`src/rtl/bpsk_word_collector.sv`:
```
// BPSK bit-to-word deserialiser with ready/valid output, overflow and idle timeout.
// Optional trailing even-parity bit per word when COLLECT_PARITY_EN is defined.
module bpsk_word_collector #(
   parameter int WORD_W    = 32,
   parameter int MSB_FIRST = 0,
   parameter int TIMEOUT   = 0
) (
   input  logic              CLK,
   input  logic              RST,
   input  logic              valid_i,
   input  logic              data_i,
   input  logic              sof_i,
   input  logic              ready_i,
   input  logic              clr_ovf_i,
   output logic              valid_o,
   output logic [WORD_W-1:0] data_o,
   output logic              overflow_o,
   output logic              abort_o,
   output logic              parity_err_o
);

`ifdef COLLECT_PARITY_EN
   localparam int NB = WORD_W + 1;
`else
   localparam int NB = WORD_W;
`endif
   localparam int CW = (NB > 1) ? $clog2(NB) : 1;
   localparam int IW = (TIMEOUT > 1) ? $clog2(TIMEOUT) : 1;

   logic [WORD_W-1:0] sr_q, sr_d, sr_shift, word;
   logic [CW-1:0]     cnt_q, cnt_d;
   logic [IW-1:0]     idle_q, idle_d;
   logic              valid_q, valid_d;
   logic [WORD_W-1:0] data_q, data_d;
   logic              ovf_q, ovf_d;
   logic              abort_q, abort_d;
   logic              complete, slot_free;
   logic              perr_word;

   always_comb begin
      if (MSB_FIRST != 0)
         sr_shift = {sr_q[WORD_W-2:0], data_i};
      else
         sr_shift = {data_i, sr_q[WORD_W-1:1]};
   end

`ifdef COLLECT_PARITY_EN
   // the final bit of a word is the parity bit; data is already in sr_q
   assign word      = sr_q;
   assign perr_word = ^{sr_q, data_i};
`else
   assign word      = sr_shift;
   assign perr_word = 1'b0;
`endif

   assign complete  = valid_i &&
                      (sof_i ? (NB == 1) : (cnt_q == CW'(NB - 1)));
   assign slot_free = !valid_q || ready_i;

   always_comb begin
      sr_d    = sr_q;
      cnt_d   = cnt_q;
      idle_d  = idle_q;
      abort_d = 1'b0;
      valid_d = valid_q;
      data_d  = data_q;
      ovf_d   = ovf_q;
      if (valid_i) begin
         sr_d   = sr_shift;
         idle_d = '0;
         if (sof_i) begin
            cnt_d   = complete ? '0 : CW'(1);
            abort_d = (cnt_q != '0);
         end else begin
            cnt_d = complete ? '0 : cnt_q + CW'(1);
         end
      end else if (TIMEOUT > 0 && cnt_q != '0) begin
         if (idle_q == IW'(TIMEOUT - 1)) begin
            cnt_d   = '0;
            idle_d  = '0;
            abort_d = 1'b1;
         end else begin
            idle_d = idle_q + IW'(1);
         end
      end else begin
         idle_d = '0;
      end
      if (clr_ovf_i)
         ovf_d = 1'b0;
      // a drop in the same cycle as a clear leaves overflow set
      if (complete && slot_free) begin
         valid_d = 1'b1;
         data_d  = word;
      end else if (complete) begin
         ovf_d = 1'b1;
      end else if (ready_i) begin
         valid_d = 1'b0;
      end
   end

   always_ff @(posedge CLK or negedge RST) begin
      if (!RST) begin
         sr_q    <= '0;
         cnt_q   <= '0;
         idle_q  <= '0;
         valid_q <= 1'b0;
         data_q  <= '0;
         ovf_q   <= 1'b0;
         abort_q <= 1'b0;
      end else begin
         sr_q    <= sr_d;
         cnt_q   <= cnt_d;
         idle_q  <= idle_d;
         valid_q <= valid_d;
         data_q  <= data_d;
         ovf_q   <= ovf_d;
         abort_q <= abort_d;
      end
   end

`ifdef COLLECT_PARITY_EN
   logic perr_q;

   always_ff @(posedge CLK or negedge RST) begin
      if (!RST)
         perr_q <= 1'b0;
      else if (complete && slot_free)
         perr_q <= perr_word;
   end

   assign parity_err_o = perr_q;
`else
   assign parity_err_o = perr_word;
`endif

   assign valid_o    = valid_q;
   assign data_o     = data_q;
   assign overflow_o = ovf_q;
   assign abort_o    = abort_q;

endmodule
```
`config.mk`:
```
export PLATFORM = sky130hd
export DESIGN_NAME = bpsk_word_collector
export DESIGN_NICKNAME = d
export VERILOG_FILES = /design/src/rtl/bpsk_word_collector.sv
export SDC_FILE = /design/constraint.sdc
export NUM_CORES = 1
export LEC_CHECK = 0
export ABC_AREA = 1
export BUFFER_PORTS_ARGS = -buffer_cell sky130_fd_sc_hd__buf_2
export CORE_UTILIZATION = 56
export DETAILED_ROUTE_END_ITERATION = 10
export PLACE_DENSITY = 0.83
export SKIP_CTS_REPAIR_TIMING = 1
export SYNTH_ARGS = -nofsm -noshare
export SYNTH_HDL_FRONTEND = slang
export SYNTH_SLANG_ARGS = --single-unit
```
`constraint.sdc`:
```
create_clock -name CLK -period 1.8 [get_ports CLK]
set_input_delay 0 -clock CLK [delete_from_list [all_inputs] [get_ports CLK]]
set_output_delay 0 -clock CLK [all_outputs]
set_load 0.05 [all_outputs]
```
==> metrics.md, run 1 <==
| Metric | Value |
|---|---|
| Inst Count DP | `418` |
| Power, Total | `3070 uW` |
| Nets | `377` |
| Rows | `25` |
| Post-Syn Area | `2890 um2` |
| Via-per-instance ratio | `5.01` |
| Full die area | `5450 um2` |
| CP max FO | `17` |
| Req. time, crit path | `2.07 ns` |
| Slew Limit Headroom | `0.568` |
| Mapped Nets | `327` |
| Final hold violations | `0` |
| Top_reg_cell synth | `dfrtp_1` |
| Distinct cell type count after synthesis | `21` |
| Routed len/inst | `12.4 um` |
| Power Density | `916 nW/um2` |
| Most common cell in the netlist | `nand2_1` |
| Crit path cell chain | `ha_1, nand2_1, nor2_1, ha_2, inv_2, nor2_8, buf_12, nand3_1, nand2_1` |
| DRT antenna net count | `0` |
| Vias in the first global route | `2,058` |
| Die height | `73.8 um` |
| Largest net degree at the start of global routing | `27` |
| Crit path kind | `reg -> reg` |
| Leakage power | `0.00197 uW` |
| HPWL after DPL | `3.62 mm` |
| Core Region | `4850 um2` |
| Worst Hold Class | `in -> reg` |
| Area grow syn2layout | `16.2%` |
| Storage element area | `1780 um2` |
| # port buffers | `41` |
| Number of diodes | `0` |
| Largest stage delay, worst path | `0.39 ns` |
| Fillers | `370` |
| Status | `complete, no violations` |
| Minimum clock period | `1.62 ns` |
| Syn. warnings | `0` |
| Clock Latency Late Sink | `0.34 ns` |
| Fmax | `0.617 GHz` |
| Number of synthesized flops with an enable pin | `0` |
| Root buffer cell | `clkbuf_8` |
| Yosys top cell area share | `0.615` |
| Slew @ Worst Pin | `0.648 ns` |
| Worst hold margin | `0.0455 ns` |
| Fin util | `0.692` |
| CP most frequent cell | `nand2_1` |
| Mean Syn Cell Area | `9.11 um2` |
| Number of DRC markers after the initial detailed-route iteration | `165` |
| Critical path's slowest cell | `dfrtp_1` |
| DR DRC count | `0` |
| Post-synthesis sequential area ratio | `0.615` |
| Worst Setup End Kind | `register` |
| Finished Layout Cells | `437` |
| Final period utilization | `0.901` |
| Share of cells above drive strength 1 | `0.189` |
| Worst IR Drop VDD | `456 uV` |
| Area leader, netlist | `dfrtp_1` |
| Initial antenna violation count | `0` |
| First-pass iteration count of the detailed router | `4` |
| Area taken by multi-input logic gates | `943 um2` |
| CTS tree | `done` |
| Grt ovf | `0` |
| H-tree Lvls | `3` |
| Reg clk slew, reported paths | `0.06 ns` |
| TritonCTS Buffers | `9` |
| First-pass GRT wire length | `9.56 mm` |
| Total Wirelength | `5.44 mm` |
| Clock sink total | `71` |
| Syn Inst Count | `317` |
| Startpoint Class | `register` |
| Max clock buf depth | `2` |
| Die Width | `73.8 um` |
| Max-cap violations | `0` |
| Initial Util | `0.596` |
| Largest cells by area after synthesis | `dfrtp_1 62%, nand2_1 21%, nand3_1 6.1%` |
| GRT Overall Usage | `0.238` |
| Seq cells post-synth | `71` |
| Fin. max-slew vios | `0` |
| Async S/R FF share, synth | `1.00` |
| Setup violations, final | `0` |
| Worst Path Arrival | `1.89 ns` |
| Fin Setup TNS | `0 ns` |
| RSZ-0062 raised after global routing | `no` |
| Final Skew | `0.00728 ns` |
| DR vias | `2,191` |
| I/O pin cnt | `43` |
| Top cells by count, synth | `159 x nand2_1, 71 x dfrtp_1, 35 x nand3_1` |
| GP Congestion | `0.839` |
worst paths after layout:
path,to,slack [ns],from,cells after the start
worst max-delay path,data_o[4]$_DFFE_PN0P_,0.18,cnt_q[1]$_DFFE_PN0P_,9
worst min-delay path,sr_q[5]$_DFFE_PN0P_,0.05,valid_i,3
worst max register to register,data_o[4]$_DFFE_PN0P_,0.18,cnt_q[1]$_DFFE_PN0P_,9
worst min register to register,data_o[25]$_DFFE_PN0P_,0.47,data_o[25]$_DFFE_PN0P_,2
max in group asynchronous,data_o[28]$_DFFE_PN0P_,1.03,RST,3
min in group asynchronous,abort_o$_DFF_PN0_,0.22,RST,2
per-layer routing:
| metal | routed length (um) | share of wire | global-route usage |
|---|---|---|---|
| met4 | 133 | 0.024 | 0.135 |
| met3 | 219 | 0.040 | 0.0425 |
| met2 | 2540 | 0.47 | 0.359 |
| met5 | 0 | 0 | 0 |
| met1 | 2540 | 0.47 | 0.328 |
report_power, final:
group	switching, uW	internal [uW]
combinational	154	87.0
sequential	102	1720
clock	526	487
total	782	2290
state kept, by name (all words and copies together) (netlist names):
register	count
valid_o	1
sr_q	31
cnt_q	5
data_o	32
abort_o	1
overflow_o	1
kinds of logic (layout without fill, tap and decap cells):
logic type      after synthesis  count (layout)  synth area share
flops                        71              71             0.615
simple gates                202             202             0.290
compound gates               12              12            0.0217
fa+ha+maj                     3               3            0.0130
other cells                   1               1           0.00130
buf+inv                      28              81            0.0589
layout by cell type, fill, tap and decap left out:
master	instances
nand2_4	1
clkinvlp_4	1
clkbuf_8	9
nor2_1	3
dlygate4sd3_1	4
dfrtp_1	71
nor2_2	1
ha_2	1
buf_4	8
a21oi_1	4
inv_1	8
buf_2	41
o21ai_0	6
a31oi_1	1
nand3_2	1
nand3_1	35
nand2_1	159
conb_1	1
clkbuf_1	4
nor2_8	1
buf_12	3
nand4_1	1
o22ai_1	1
ha_1	2
inv_2	3
final cells by class:
cell class,count,area share
Tap cell,67,0.0250
Multi-Input combinational cell,218,0.281
Clock buffer,13,0.0414
Sequential cell,71,0.529
Timing Repair Buffer,56,0.109
Clock inverter,1,0.00224
Inverter,11,0.0123
through the flow:
stage / worst slack, ns / instance area [um2]
2_1_floorplan: 0.359 / 2890
3_3_place_gp: 0.212 / 3160
3_5_place_dp: 0.0985 / 3160
4_1_cts: 0.0744 / 3310
5_1_grt: 0.0465 / 3360
6_report: 0.178 / 3360
worst max-delay path, delay by kind of cell (launching register included):
kind,cells,cell delay [ns]
and+or+nand+nor,5,0.50
adders and majority gates,2,0.43
buffers and inverters,2,0.24
DFF,1,0.39
No activity file was read; power rests on OpenSTA's default activity.
==> run 2: changes to the inputs <==
--- a/config.mk
+++ b/config.mk
@@ -5,11 +5,13 @@
 export SDC_FILE = /design/constraint.sdc
 export NUM_CORES = 1
 export LEC_CHECK = 0
-export ABC_AREA = 1
 export BUFFER_PORTS_ARGS = -buffer_cell sky130_fd_sc_hd__buf_2
-export CORE_UTILIZATION = 56
+export CELL_PAD_IN_SITES_DETAIL_PLACEMENT = 0
+export CELL_PAD_IN_SITES_GLOBAL_PLACEMENT = 1
+export CORE_UTILIZATION = 47
+export CTS_CLUSTER_SIZE = 40
 export DETAILED_ROUTE_END_ITERATION = 10
-export PLACE_DENSITY = 0.83
+export PLACE_DENSITY = 0.82
 export SKIP_CTS_REPAIR_TIMING = 1
 export SYNTH_ARGS = -nofsm -noshare
 export SYNTH_HDL_FRONTEND = slang
==> metrics.md, run 2 <==
| Metric | Value |
|---|---|
| Startpoint Class | `register` |
| Failing checks | `negative hold slack, negative setup slack` |
| Post-synthesis sequential area ratio | `0.609` |
| Initial Util | `0.490` |
| Routed len/inst | `15.9 um` |
| Final Skew | `0.0112 ns` |
| Full die area | `6530 um2` |
| Power Density | `1110 nW/um2` |
| Reg clk slew, reported paths | `0.08 ns` |
| Fin Setup TNS | `-0.397 ns` |
| TritonCTS Buffers | `9` |
| Leakage power | `0.00186 uW` |
| Post-Syn Area | `2920 um2` |
| Rows | `28` |
| Worst Hold Class | `in -> reg` |
| CP max FO | `7` |
| Area grow syn2layout | `25.3%` |
| Area leader, netlist | `dfrtp_1` |
| Worst Path Arrival | `2.05 ns` |
| Worst hold margin | `-0.000540 ns` |
| Number of diodes | `0` |
| Largest cells by area after synthesis | `dfrtp_1 61%, mux2_4 15%, mux2_2 13%` |
| Async S/R FF share, synth | `1.00` |
| I/O pin cnt | `43` |
| First-pass iteration count of the detailed router | `3` |
| DRT antenna net count | `0` |
| Core Region | `5960 um2` |
| Worst Setup SP | `cnt_q[0]$_DFFE_PN0P_` |
| Initial antenna violation count | `0` |
| Slew Limit Headroom | `0.642` |
| Grt ovf | `0` |
| Hold_sp | `ready_i` |
| Max FFs per register | `32` |
| Power, Total | `4050 uW` |
| Syn. warnings | `0` |
| Top_reg_cell synth | `dfrtp_1` |
| Die height | `80.8 um` |
| GP Congestion | `0.795` |
| Syn Inst Count | `178` |
| Largest net degree at the start of global routing | `50` |
| Root buffer cell | `clkbuf_8` |
| CTS tree | `done` |
| Number of DRC markers after the initial detailed-route iteration | `77` |
| Number of synthesized flops with an enable pin | `0` |
| Minimum clock period | `1.83 ns` |
| Worst slack, placed | `-0.0101 ns` |
| Req. time, crit path | `2.02 ns` |
| Most frequent cells in the layout | `71 x dfrtp_1, 41 x buf_2, 32 x mux2_4` |
| Total Wirelength | `5.09 mm` |
| HPWL after DPL | `3.00 mm` |
| GRT Overall Usage | `0.163` |
| Clock sink total | `71` |
| Status | `complete, but fails checks` |
| Setup violations, final | `24` |
| Distinct cell type count after synthesis | `24` |
| Slew @ Worst Pin | `0.537 ns` |
| Final hold violations | `1` |
| # port buffers | `41` |
| Most common cell after layout, fill and taps aside | `dfrtp_1` |
| Most common cell in the netlist | `dfrtp_1` |
| First-pass GRT wire length | `7.79 mm` |
| Share of cells above drive strength 1 | `0.581` |
| Vias in the first global route | `1,565` |
| RSZ-0062 raised after global routing | `yes` |
| Nets | `251` |
| Mapped Nets | `188` |
| Seq cells post-synth | `71` |
| DR vias | `1,601` |
| Max-cap violations | `0` |
| Yosys top cell area share | `0.609` |
| Post-layout worst setup margin | `-0.0333 ns` |
| DR DRC count | `0` |
| Fillers | `454` |
| Worst IR Drop VDD | `513 uV` |
| Fmax | `0.545 GHz` |
| Crit path kind | `reg -> reg` |
| Via-per-instance ratio | `4.99` |
| Worst Setup End Kind | `register` |
| Clock Latency Late Sink | `0.34 ns` |
| Fin. max-slew vios | `0` |
| Max clock buf depth | `2` |
| Origin of the critical flop-to-flop path | `cnt_q[0]$_DFFE_PN0P_` |
| H-tree Lvls | `3` |
| Top cells by count, synth | `71 x dfrtp_1, 33 x mux2_2, 30 x mux2_4` |
| Final period utilization | `1.02` |
| Mean Syn Cell Area | `16.4 um2` |
| Die Width | `80.8 um` |
## run 2: logic make-up after synthesis
family          after synthesis  synth area share
buf+inv                      15            0.0424
mux                          63             0.282
flops                        71             0.609
simple gates                 17            0.0364
fa+ha+maj                     3            0.0129
other cells                   1           0.00128
compound gates                8            0.0167
## run 2: report_power, final
part,switching (uW),internal (uW)
Sequential,223,1890
Clock,596,897
Combinational,161,280
## run 2: routing by layer
metal | vias up | wire (um) | global-route usage
met5 | - | 0 | 0
met4 | 0 | 75 | 0.0857
met3 | 9 | 157 | 0.0382
met2 | 28 | 2480 | 0.234
met1 | 816 | 2370 | 0.229
li1 | 748 | - | -
## run 2: worst max-delay path, cell delays in order (launching register included)
cell and delay (ns):
dfrtp_1 0.37, ha_2 0.20, and3_4 0.19, ha_4 0.14, nand3b_4 0.09, nor2b_4 0.13
buf_12 0.15, clkbuf_16 0.16, mux2_4 0.30
## run 2: final timing paths
path,slack [ns],depth (start not counted),end
worst max-delay path,-0.03,8,data_o[18]$_DFFE_PN0P_
worst min-delay path,-0.0005,3,valid_o$_DFFE_PN0P_
worst max register to register,-0.03,8,data_o[18]$_DFFE_PN0P_
worst min register to register,0.51,1,data_o[12]$_DFFE_PN0P_
max in group asynchronous,0.98,3,sr_q[24]$_DFFE_PN0P_
min in group asynchronous,0.17,2,sr_q[19]$_DFFE_PN0P_
## run 2: area by class of cell
class | instances | area (um2) | share of cell area
Clock buffer | 12 | 165 | 0.0451
Clock inverter | 4 | 76.3 | 0.0209
Inverter | 5 | 18.8 | 0.00513
Multi-Input combinational cell | 92 | 1050 | 0.287
Sequential cell | 71 | 1780 | 0.486
Tap cell | 75 | 93.8 | 0.0256
Timing Repair Buffer | 62 | 479 | 0.131
## run 2: metrics by stage
stage,cells,hold slack (ns),cell area (um2),util
2_1_floorplan,178,-0.296,2920,-
3_3_place_gp,294,0.00912,3230,0.542
3_5_place_dp,294,0.00967,3230,0.542
4_1_cts,310,-0.357,3470,0.583
5_1_grt,321,0.0183,3660,0.614
6_report,321,-0.000540,3660,0.614
